--- src/rtl/pc_trace_pkg.sv ---
// rtl/pc_trace_pkg.sv - shared types and constants for the PC trace monitor
// Contents:
//   state_e      FSM encoding seen on state_o (IDLE=0, ARMED=1, POST=2, FROZEN=3)
//   CAUSE_RANGE  bit of cause_o set by a PC outside the legal window
//   CAUSE_CYCLE  bit of cause_o set by the cycle budget expiring
package pc_trace_pkg;

  typedef enum logic [1:0] {
    ST_IDLE   = 2'd0,
    ST_ARMED  = 2'd1,
    ST_POST   = 2'd2,
    ST_FROZEN = 2'd3
  } state_e;

  localparam int CAUSE_RANGE = 0;
  localparam int CAUSE_CYCLE = 1;

endpackage

--- src/rtl/pc_trace_monitor_if.sv ---
// rtl/pc_trace_monitor_if.sv - retire and readout bus between core/bench and the trace monitor
// Signals:
//   valid_i, pc_i, inst_i          retire strobe and retired {PC, instruction}
//   rd_en_i, rd_idx_i              readout request, logical index (0 = oldest)
//   rd_valid_o, rd_pc_o, rd_inst_o registered readout response
// Modports:
//   master  core or bench side (drives retire and read requests)
//   slave   monitor side
interface pc_trace_monitor_if #(
  parameter int XLEN  = 32,
  parameter int DEPTH = 16
);
  localparam int AW = $clog2(DEPTH);

  logic            valid_i;
  logic [XLEN-1:0] pc_i;
  logic [31:0]     inst_i;
  logic            rd_en_i;
  logic [AW-1:0]   rd_idx_i;
  logic            rd_valid_o;
  logic [XLEN-1:0] rd_pc_o;
  logic [31:0]     rd_inst_o;

  modport master (
    output valid_i, pc_i, inst_i, rd_en_i, rd_idx_i,
    input  rd_valid_o, rd_pc_o, rd_inst_o
  );

  modport slave (
    input  valid_i, pc_i, inst_i, rd_en_i, rd_idx_i,
    output rd_valid_o, rd_pc_o, rd_inst_o
  );

endinterface

--- src/rtl/trace_ring_buf.sv ---
// rtl/trace_ring_buf.sv - DEPTH x {PC, instruction} storage with one write port and a registered read port
// Ports:
//   clk, rst_n                   clock, asynchronous active-low reset (read registers only)
//   wr_en_i, wr_addr_i           write strobe and physical address
//   wr_pc_i, wr_inst_i           write data
//   rd_en_i                      read request this cycle
//   rd_hit_i                     requested logical index holds a valid entry
//   rd_addr_i                    physical read address
//   rd_valid_o, rd_pc_o, rd_inst_o  registered read response
module trace_ring_buf #(
  parameter int XLEN  = 32,
  parameter int DEPTH = 16,
  localparam int AW   = $clog2(DEPTH)
) (
  input  logic            clk,
  input  logic            rst_n,
  input  logic            wr_en_i,
  input  logic [AW-1:0]   wr_addr_i,
  input  logic [XLEN-1:0] wr_pc_i,
  input  logic [31:0]     wr_inst_i,
  input  logic            rd_en_i,
  input  logic            rd_hit_i,
  input  logic [AW-1:0]   rd_addr_i,
  output logic            rd_valid_o,
  output logic [XLEN-1:0] rd_pc_o,
  output logic [31:0]     rd_inst_o
);

  logic [XLEN+31:0] mem_q [DEPTH];
  logic             rd_valid_q;
  logic [XLEN-1:0]  rd_pc_q;
  logic [31:0]      rd_inst_q;

  // Storage is deliberately not reset; the entry count gates what is readable.
  always_ff @(posedge clk) begin
    if (wr_en_i) begin
      mem_q[wr_addr_i] <= {wr_pc_i, wr_inst_i};
    end
  end

  // The array read samples pre-edge contents, so a same-cycle write is not visible.
  always_ff @(posedge clk or negedge rst_n) begin
    if (!rst_n) begin
      rd_valid_q <= 1'b0;
      rd_pc_q    <= '0;
      rd_inst_q  <= '0;
    end else if (rd_en_i) begin
      rd_valid_q <= rd_hit_i;
      if (rd_hit_i) begin
        {rd_pc_q, rd_inst_q} <= mem_q[rd_addr_i];
      end else begin
        rd_pc_q   <= '0;
        rd_inst_q <= '0;
      end
    end else begin
      rd_valid_q <= 1'b0;
    end
  end

  assign rd_valid_o = rd_valid_q;
  assign rd_pc_o    = rd_pc_q;
  assign rd_inst_o  = rd_inst_q;

endmodule

--- src/rtl/pc_trace_monitor.sv ---
// rtl/pc_trace_monitor.sv - retire trace capture with PC window and cycle budget checks
// Ports:
//   clk, rst_n     clock, asynchronous active-low reset
//   arm_i          start/restart capture from IDLE or FROZEN
//   bus            retire and readout bus (slave side)
//   state_o        FSM state (pc_trace_pkg::state_e encoding)
//   trig_o         sticky trigger flag
//   cause_o        bit0 range violation, bit1 cycle limit
//   cycle_cnt_o    completed ARMED+POST cycles, saturating
//   entries_o      valid trace entries, saturates at DEPTH
//   halt_req_o     core halt request, high while FROZEN
module pc_trace_monitor
  import pc_trace_pkg::*;
#(
  parameter int              XLEN       = 32,
  parameter int              DEPTH      = 16,
  parameter logic [XLEN-1:0] PC_LO      = '0,
  parameter logic [XLEN-1:0] PC_HI      = XLEN'(32'h18),
  parameter int              MAX_CYCLES = 16,
  parameter int              POST_TRIG  = 4,
  parameter int              CW         = 32,
  localparam int             AW         = $clog2(DEPTH),
  localparam int             EW         = AW + 1
) (
  input  logic          clk,
  input  logic          rst_n,
  input  logic          arm_i,
  pc_trace_monitor_if.slave bus,
  output logic [1:0]    state_o,
  output logic          trig_o,
  output logic [1:0]    cause_o,
  output logic [CW-1:0] cycle_cnt_o,
  output logic [EW-1:0] entries_o,
  output logic          halt_req_o
);

  localparam int            PW       = (POST_TRIG > 0) ? $clog2(POST_TRIG + 1) : 1;
  localparam logic [EW-1:0] ENT_MAX  = EW'(DEPTH);
  localparam logic [CW-1:0] CYC_LAST = CW'(MAX_CYCLES - 1);
  localparam logic [CW-1:0] CNT_MAX  = '1;

  state_e          state_q, state_d;
  logic [AW-1:0]   wr_ptr_q, wr_ptr_d;
  logic [EW-1:0]   entries_q, entries_d;
  logic [CW-1:0]   cycle_cnt_q, cycle_cnt_d;
  logic [PW-1:0]   post_cnt_q, post_cnt_d;
  logic            trig_q, trig_d;
  logic [1:0]      cause_q, cause_d;

  logic            wr_en;
  logic [XLEN:0]   lo_diff;
  logic            pc_below;
  logic            pc_above;
  logic            range_fire;
  logic            cyc_fire;
  logic [AW-1:0]   rd_addr;
  logic            rd_hit;

  // Borrow out of the extended subtraction gives pc < PC_LO without a
  // constant-false compare when PC_LO is zero.
  assign lo_diff    = {1'b0, bus.pc_i} - {1'b0, PC_LO};
  assign pc_below   = lo_diff[XLEN];
  assign pc_above   = (bus.pc_i >= PC_HI);
  assign range_fire = bus.valid_i && (pc_below || pc_above);
  assign cyc_fire   = (MAX_CYCLES != 0) && (cycle_cnt_q == CYC_LAST);

  // Oldest entry sits 'entries' slots behind the write pointer; entries==DEPTH
  // truncates to 0, which is exactly the wrapped case.
  assign rd_addr = wr_ptr_q - entries_q[AW-1:0] + bus.rd_idx_i;
  assign rd_hit  = bus.rd_en_i && ({1'b0, bus.rd_idx_i} < entries_q);

  always_comb begin
    state_d     = state_q;
    wr_ptr_d    = wr_ptr_q;
    entries_d   = entries_q;
    cycle_cnt_d = cycle_cnt_q;
    post_cnt_d  = post_cnt_q;
    trig_d      = trig_q;
    cause_d     = cause_q;
    wr_en       = 1'b0;

    case (state_q)
      ST_IDLE, ST_FROZEN: begin
        if (arm_i) begin
          state_d     = ST_ARMED;
          wr_ptr_d    = '0;
          entries_d   = '0;
          cycle_cnt_d = '0;
          trig_d      = 1'b0;
          cause_d     = 2'b00;
        end
      end

      ST_ARMED, ST_POST: begin
        if (cycle_cnt_q != CNT_MAX) begin
          cycle_cnt_d = cycle_cnt_q + CW'(1);
        end

        if (bus.valid_i) begin
          wr_en    = 1'b1;
          wr_ptr_d = wr_ptr_q + AW'(1);
          if (entries_q != ENT_MAX) begin
            entries_d = entries_q + EW'(1);
          end
        end

        if (state_q == ST_ARMED) begin
          if (range_fire || cyc_fire) begin
            trig_d               = 1'b1;
            cause_d              = 2'b00;
            cause_d[CAUSE_RANGE] = range_fire;
            cause_d[CAUSE_CYCLE] = cyc_fire;
            if (POST_TRIG == 0) begin
              state_d = ST_FROZEN;
            end else begin
              state_d    = ST_POST;
              post_cnt_d = PW'(POST_TRIG);
            end
          end
        end else begin
          post_cnt_d = post_cnt_q - PW'(1);
          if (post_cnt_q == PW'(1)) begin
            state_d = ST_FROZEN;
          end
        end
      end

      default: begin
        state_d = ST_IDLE;
      end
    endcase
  end

  always_ff @(posedge clk or negedge rst_n) begin
    if (!rst_n) begin
      state_q     <= ST_IDLE;
      wr_ptr_q    <= '0;
      entries_q   <= '0;
      cycle_cnt_q <= '0;
      post_cnt_q  <= '0;
      trig_q      <= 1'b0;
      cause_q     <= 2'b00;
    end else begin
      state_q     <= state_d;
      wr_ptr_q    <= wr_ptr_d;
      entries_q   <= entries_d;
      cycle_cnt_q <= cycle_cnt_d;
      post_cnt_q  <= post_cnt_d;
      trig_q      <= trig_d;
      cause_q     <= cause_d;
    end
  end

  trace_ring_buf #(
    .XLEN  (XLEN),
    .DEPTH (DEPTH)
  ) u_ring (
    .clk        (clk),
    .rst_n      (rst_n),
    .wr_en_i    (wr_en),
    .wr_addr_i  (wr_ptr_q),
    .wr_pc_i    (bus.pc_i),
    .wr_inst_i  (bus.inst_i),
    .rd_en_i    (bus.rd_en_i),
    .rd_hit_i   (rd_hit),
    .rd_addr_i  (rd_addr),
    .rd_valid_o (bus.rd_valid_o),
    .rd_pc_o    (bus.rd_pc_o),
    .rd_inst_o  (bus.rd_inst_o)
  );

  assign state_o     = state_q;
  assign trig_o      = trig_q;
  assign cause_o     = cause_q;
  assign cycle_cnt_o = cycle_cnt_q;
  assign entries_o   = entries_q;
  assign halt_req_o  = (state_q == ST_FROZEN);

endmodule

--- src/flat_wrapper.sv ---
// flat-port wrapper written by rule: the top's interface ports become plain ports
module pc_trace_monitor_flat import pc_trace_pkg::*;
#(
  parameter int              XLEN       = 32,
  parameter int              DEPTH      = 16,
  parameter logic [XLEN-1:0] PC_LO      = '0,
  parameter logic [XLEN-1:0] PC_HI      = XLEN'(32'h18),
  parameter int              MAX_CYCLES = 16,
  parameter int              POST_TRIG  = 4,
  parameter int              CW         = 32,
  localparam int             AW         = $clog2(DEPTH),
  localparam int             EW         = AW + 1
)
  (clk, rst_n, arm_i, state_o, trig_o, cause_o, cycle_cnt_o, entries_o, halt_req_o, bus_valid_i, bus_pc_i, bus_inst_i, bus_rd_en_i, bus_rd_idx_i, bus_rd_valid_o, bus_rd_pc_o, bus_rd_inst_o);
  pc_trace_monitor_if #(.XLEN(XLEN), .DEPTH(DEPTH)) bus_i ();
  input  logic clk;
  input  logic rst_n;
  input  logic arm_i;
  output logic [1:0] state_o;
  output logic trig_o;
  output logic [1:0] cause_o;
  output logic [CW-1:0] cycle_cnt_o;
  output logic [EW-1:0] entries_o;
  output logic halt_req_o;
  input wire logic [$bits(bus_i.valid_i)-1:0] bus_valid_i;
  input wire logic [$bits(bus_i.pc_i)-1:0] bus_pc_i;
  input wire logic [$bits(bus_i.inst_i)-1:0] bus_inst_i;
  input wire logic [$bits(bus_i.rd_en_i)-1:0] bus_rd_en_i;
  input wire logic [$bits(bus_i.rd_idx_i)-1:0] bus_rd_idx_i;
  output wire logic [$bits(bus_i.rd_valid_o)-1:0] bus_rd_valid_o;
  output wire logic [$bits(bus_i.rd_pc_o)-1:0] bus_rd_pc_o;
  output wire logic [$bits(bus_i.rd_inst_o)-1:0] bus_rd_inst_o;
  assign bus_i.valid_i = bus_valid_i;
  assign bus_i.pc_i = bus_pc_i;
  assign bus_i.inst_i = bus_inst_i;
  assign bus_i.rd_en_i = bus_rd_en_i;
  assign bus_i.rd_idx_i = bus_rd_idx_i;
  assign bus_rd_valid_o = bus_i.rd_valid_o;
  assign bus_rd_pc_o = bus_i.rd_pc_o;
  assign bus_rd_inst_o = bus_i.rd_inst_o;
  pc_trace_monitor #(.XLEN(XLEN), .DEPTH(DEPTH), .PC_LO(PC_LO), .PC_HI(PC_HI), .MAX_CYCLES(MAX_CYCLES), .POST_TRIG(POST_TRIG), .CW(CW)) u_core (.clk(clk), .rst_n(rst_n), .arm_i(arm_i), .bus(bus_i), .state_o(state_o), .trig_o(trig_o), .cause_o(cause_o), .cycle_cnt_o(cycle_cnt_o), .entries_o(entries_o), .halt_req_o(halt_req_o));
endmodule
--- config.mk ---
export PLATFORM = sky130hd
export DESIGN_NAME = pc_trace_monitor_flat
export DESIGN_NICKNAME = d
export VERILOG_FILES = /design/src/rtl/pc_trace_pkg.sv /design/src/rtl/pc_trace_monitor_if.sv /design/src/rtl/trace_ring_buf.sv /design/src/rtl/pc_trace_monitor.sv /design/src/flat_wrapper.sv
export SDC_FILE = /design/constraint.sdc
export NUM_CORES = 1
export LEC_CHECK = 0
export CORE_AREA = 3 3 361 363
export DETAILED_ROUTE_END_ITERATION = 10
export DIE_AREA = 0 0 364 366
export PLACE_DENSITY_LB_ADDON = 0.3
export SLEW_MARGIN = 15
export SYNTH_ARGS = -nofsm -noshare
export SYNTH_HDL_FRONTEND = slang
export SYNTH_SLANG_ARGS = --single-unit
--- constraint.sdc ---
create_clock -name clk -period 9.95 [get_ports clk]
set_clock_uncertainty 0.15 [all_clocks]
set_input_delay 1.99 -clock clk [delete_from_list [all_inputs] [get_ports clk]]
set_output_delay 1.99 -clock clk [all_outputs]
set_load 0.005 [all_outputs]
==> results.cfg <==
[clock_tree]
clk_path_buf_depth = 3
clockRootBuffer = clkbuf_16
ctsHtreeMaxLevel = 3
cts_num_sinks = 1138
cts_setup_buffers = 0
cts_tree = built
numCtsBuffers = 111
cts_resized = 0
cts_hold_buf = 0
clock_latency_ps = 690
cts.clk_slew.worst_paths_ps = 60

[timing]
setup_violations = 0
relSlewSlack_pct = 28.2
period_needed_ps = 5870
timing.final.crit_share_pct = 59.0
report.final.slew_viol_count = 0
finalHoldViolations = 0
tightestPinTransition_ps = 1080
rsz0062_at_grt = false
fmax_mhz = 170
fin_setup_tns_ps = 0

[die]
die_w_um = 364
die_area_um2 = 133000
io_pins = 181
dieHeight_um = 366
core-area_um2 = 127000
rows = 131
initial_core_util_pct = 34.8

[synthesis]
synth_ff_type = edfxtp_1
yosys_warnings = 0
yosysUniqueCellTypes = 56
netlist_instances = 2287
synth_fp_nets = 2383
yosysTopAreaCell = edfxtp_1
synth_edf_count = 1024
synth_area_um2 = 44400
synthTopCellsByArea = edfxtp_1 69%, mux4_2 13%, dfrtp_1 6.4%
seq_area_frac_synth_pct = 75.7
avgSynthCellArea_um2 = 19.4
async_flop_share_pct = 10.0
yosys.area.top_type_share_pct = 69.3
synth-seq-cells = 1138

[route]
avgViaCountPerCell = 5.37
drtPass1Iterations = 5
vias = 22800
drt_drc_violations_left = 0
wirelength_mm = 114
ant_nets = 0
wire_per_inst_um = 26.9
drt_iter0_markers = 2285

[worst_setup_path]
crit_required_ps = 10370
crit_chain = clkdlybuf4s50_1 -> inv_1 -> fa_1 -> inv_1 -> fa_4 -> buf_12 -> mux4_2 -> nand2_1 -> nand3_1 -> a32o_1
rr_worst_depth = 10
regToRegSetupSlack_ps = 5400
reg2reg_from = u_core.wr_ptr_q[0]
r2r-end = u_core.u_ring.rd_pc_o[0]
endpoint_kind = flop
crit_type = in2reg
cp_max_fo = 124
critical-path-top-delay-family = adder cells
cp-start-kind = input pin
worstPathArrival_ps = 6290
path_buf_inv = 4
cpMostUsedCell = inv_1
worst_path_max_delay_cell = fa_4
max_stage_delay_ps = 1430

[global_route]
grt_pass1_wl_mm = 166
grt_pass1_vias = 23900
antenna_found_initial = 13
grt_util_all_layers_pct = 17.1
grt_max_degree = 129
grt_overflow = 0

[finish]
fin_nets = 2582
drive_gt1_share_pct = 19.2
area_growth_pct = 16.9
final_cell_mix = 1024 x edfxtp_1, 282 x nand2_1, 256 x mux4_2
mostFrequentLayoutCell = edfxtp_1
fin_util_pct = 40.7

[worst_hold_path]
min_delay_path_depth = 1
min_to = u_core.u_ring.rd_pc_o[19]
min_path_type = reg2reg
worstHoldStart = u_core.u_ring.rd_pc_o[19]

[power]
p_leak_nw = 16.9
ir_drop_uv = 772
power_mw = 18.7
power_density_nw_per_um2 = 361

[place]
gp_congestion = 0.814
io_buffers = 180
dp_hpwl_mm = 55.4

[job]
cap_violations = 0

[run_status]
status = finished clean
==> synth_stat cells, types with 6 or more instances <==
library cell and count:
and2_1 17, nand2b_1 7, buf_1 23, o22ai_1 6, a21oi_1 11, o211ai_1 6, nor3_1 11, a32o_1 64
nor4_1 14, nand3_1 84, xnor2_1 10, nand2_1 282, nand3b_1 65, xor2_1 16, nand4_1 10, clkbuf_1 68
ha_1 20, edfxtp_1 1024, nor2_1 32, mux4_2 256, buf_2 35, inv_1 22, o21ai_0 16, dfrtp_1 114
and3_1 12
==> how the worst max path moves through the flow <==
| stage | startpoint | depth (start not counted) | slack [ps] | to |
|---|---|---|---|---|
| 6_report | bus_rd_idx_i[1] | 10 | 4080 | u_core.u_ring.rd_pc_o[0] |
| 3_3_place_gp | bus_rd_idx_i[1] | 10 | 3360 | u_core.u_ring.rd_inst_o[28] |
| 4_1_cts | bus_rd_idx_i[1] | 10 | 4070 | u_core.u_ring.rd_pc_o[8] |
| 2_1_floorplan | bus_rd_idx_i[1] | 10 | 5170 | u_core.u_ring.rd_inst_o[10] |
| 3_5_place_dp | bus_rd_idx_i[1] | 10 | 3370 | u_core.u_ring.rd_inst_o[25] |
| 5_1_grt | bus_rd_idx_i[1] | 10 | 3930 | u_core.u_ring.rd_pc_o[2] |
==> cells by family after synthesis <==
group	after synthesis	synth area share, %
flops	1138	75.7
simple gates	551	6.00
mux	258	13.0
buf+inv	151	1.40
compound gates	140	2.60
xor+xnor	26	0.513
fa+ha+maj	23	0.699
==> layout make-up <==
cell class                      instances  area [µm²]
Fill cell                           11100       75500
Sequential cell                      1138       33600
Multi-Input combinational cell        998       10200
Clock buffer                          142        3070
Timing Repair Buffer                  214        2150
Tap cell                             1662        2080
Clock inverter                         67         642
Inverter                               23        86.3
Antenna cell                            4        10.0
==> state kept, by name (all words and copies together), names as in the netlist <==
signal,flops
u_core.u_ring.mem_q,1024
u_core.cycle_cnt_o,32
u_core.u_ring.rd_inst_o,32
u_core.u_ring.rd_pc_o,32
u_core.entries_o,5
u_core.wr_ptr_q,4
u_core.post_cnt_q,3
u_core.cause_o,2
u_core.state_o,2
u_core.trig_o,1
u_core.u_ring.rd_valid_o,1
==> per-layer routing <==
layer	up-vias	GRT usage (%)	wire length [µm]
li1	9664	-	-
met1	12300	22.9	48600
met2	697	28.4	56400
met3	157	3.60	7100
met4	14	4.18	2070
met5	-	0	92
==> stage by stage <==
| stage | hold WS (ps) | instances | instance area, µm² | setup slack [ps] |
|---|---|---|---|---|
| 2_1_floorplan | 324 | 2287 | 44400 | 5170 |
| 6_report | 343 | 4248 | 51900 | 4080 |
| 4_1_cts | 348 | 4243 | 51800 | 4070 |
| 3_5_place_dp | 331 | 4034 | 48100 | 3370 |
| 5_1_grt | 364 | 4245 | 51900 | 3930 |
| 3_3_place_gp | 334 | 4034 | 48100 | 3360 |
==> power breakdown <==
group | internal [mW] | total [mW] | switching [mW]
registers | 5.56 | 5.73 | 0.164
logic | 3.86 | 8.76 | 4.90
clock network | 2.46 | 4.25 | 1.79
No activity file was read; power rests on OpenSTA's default activity.
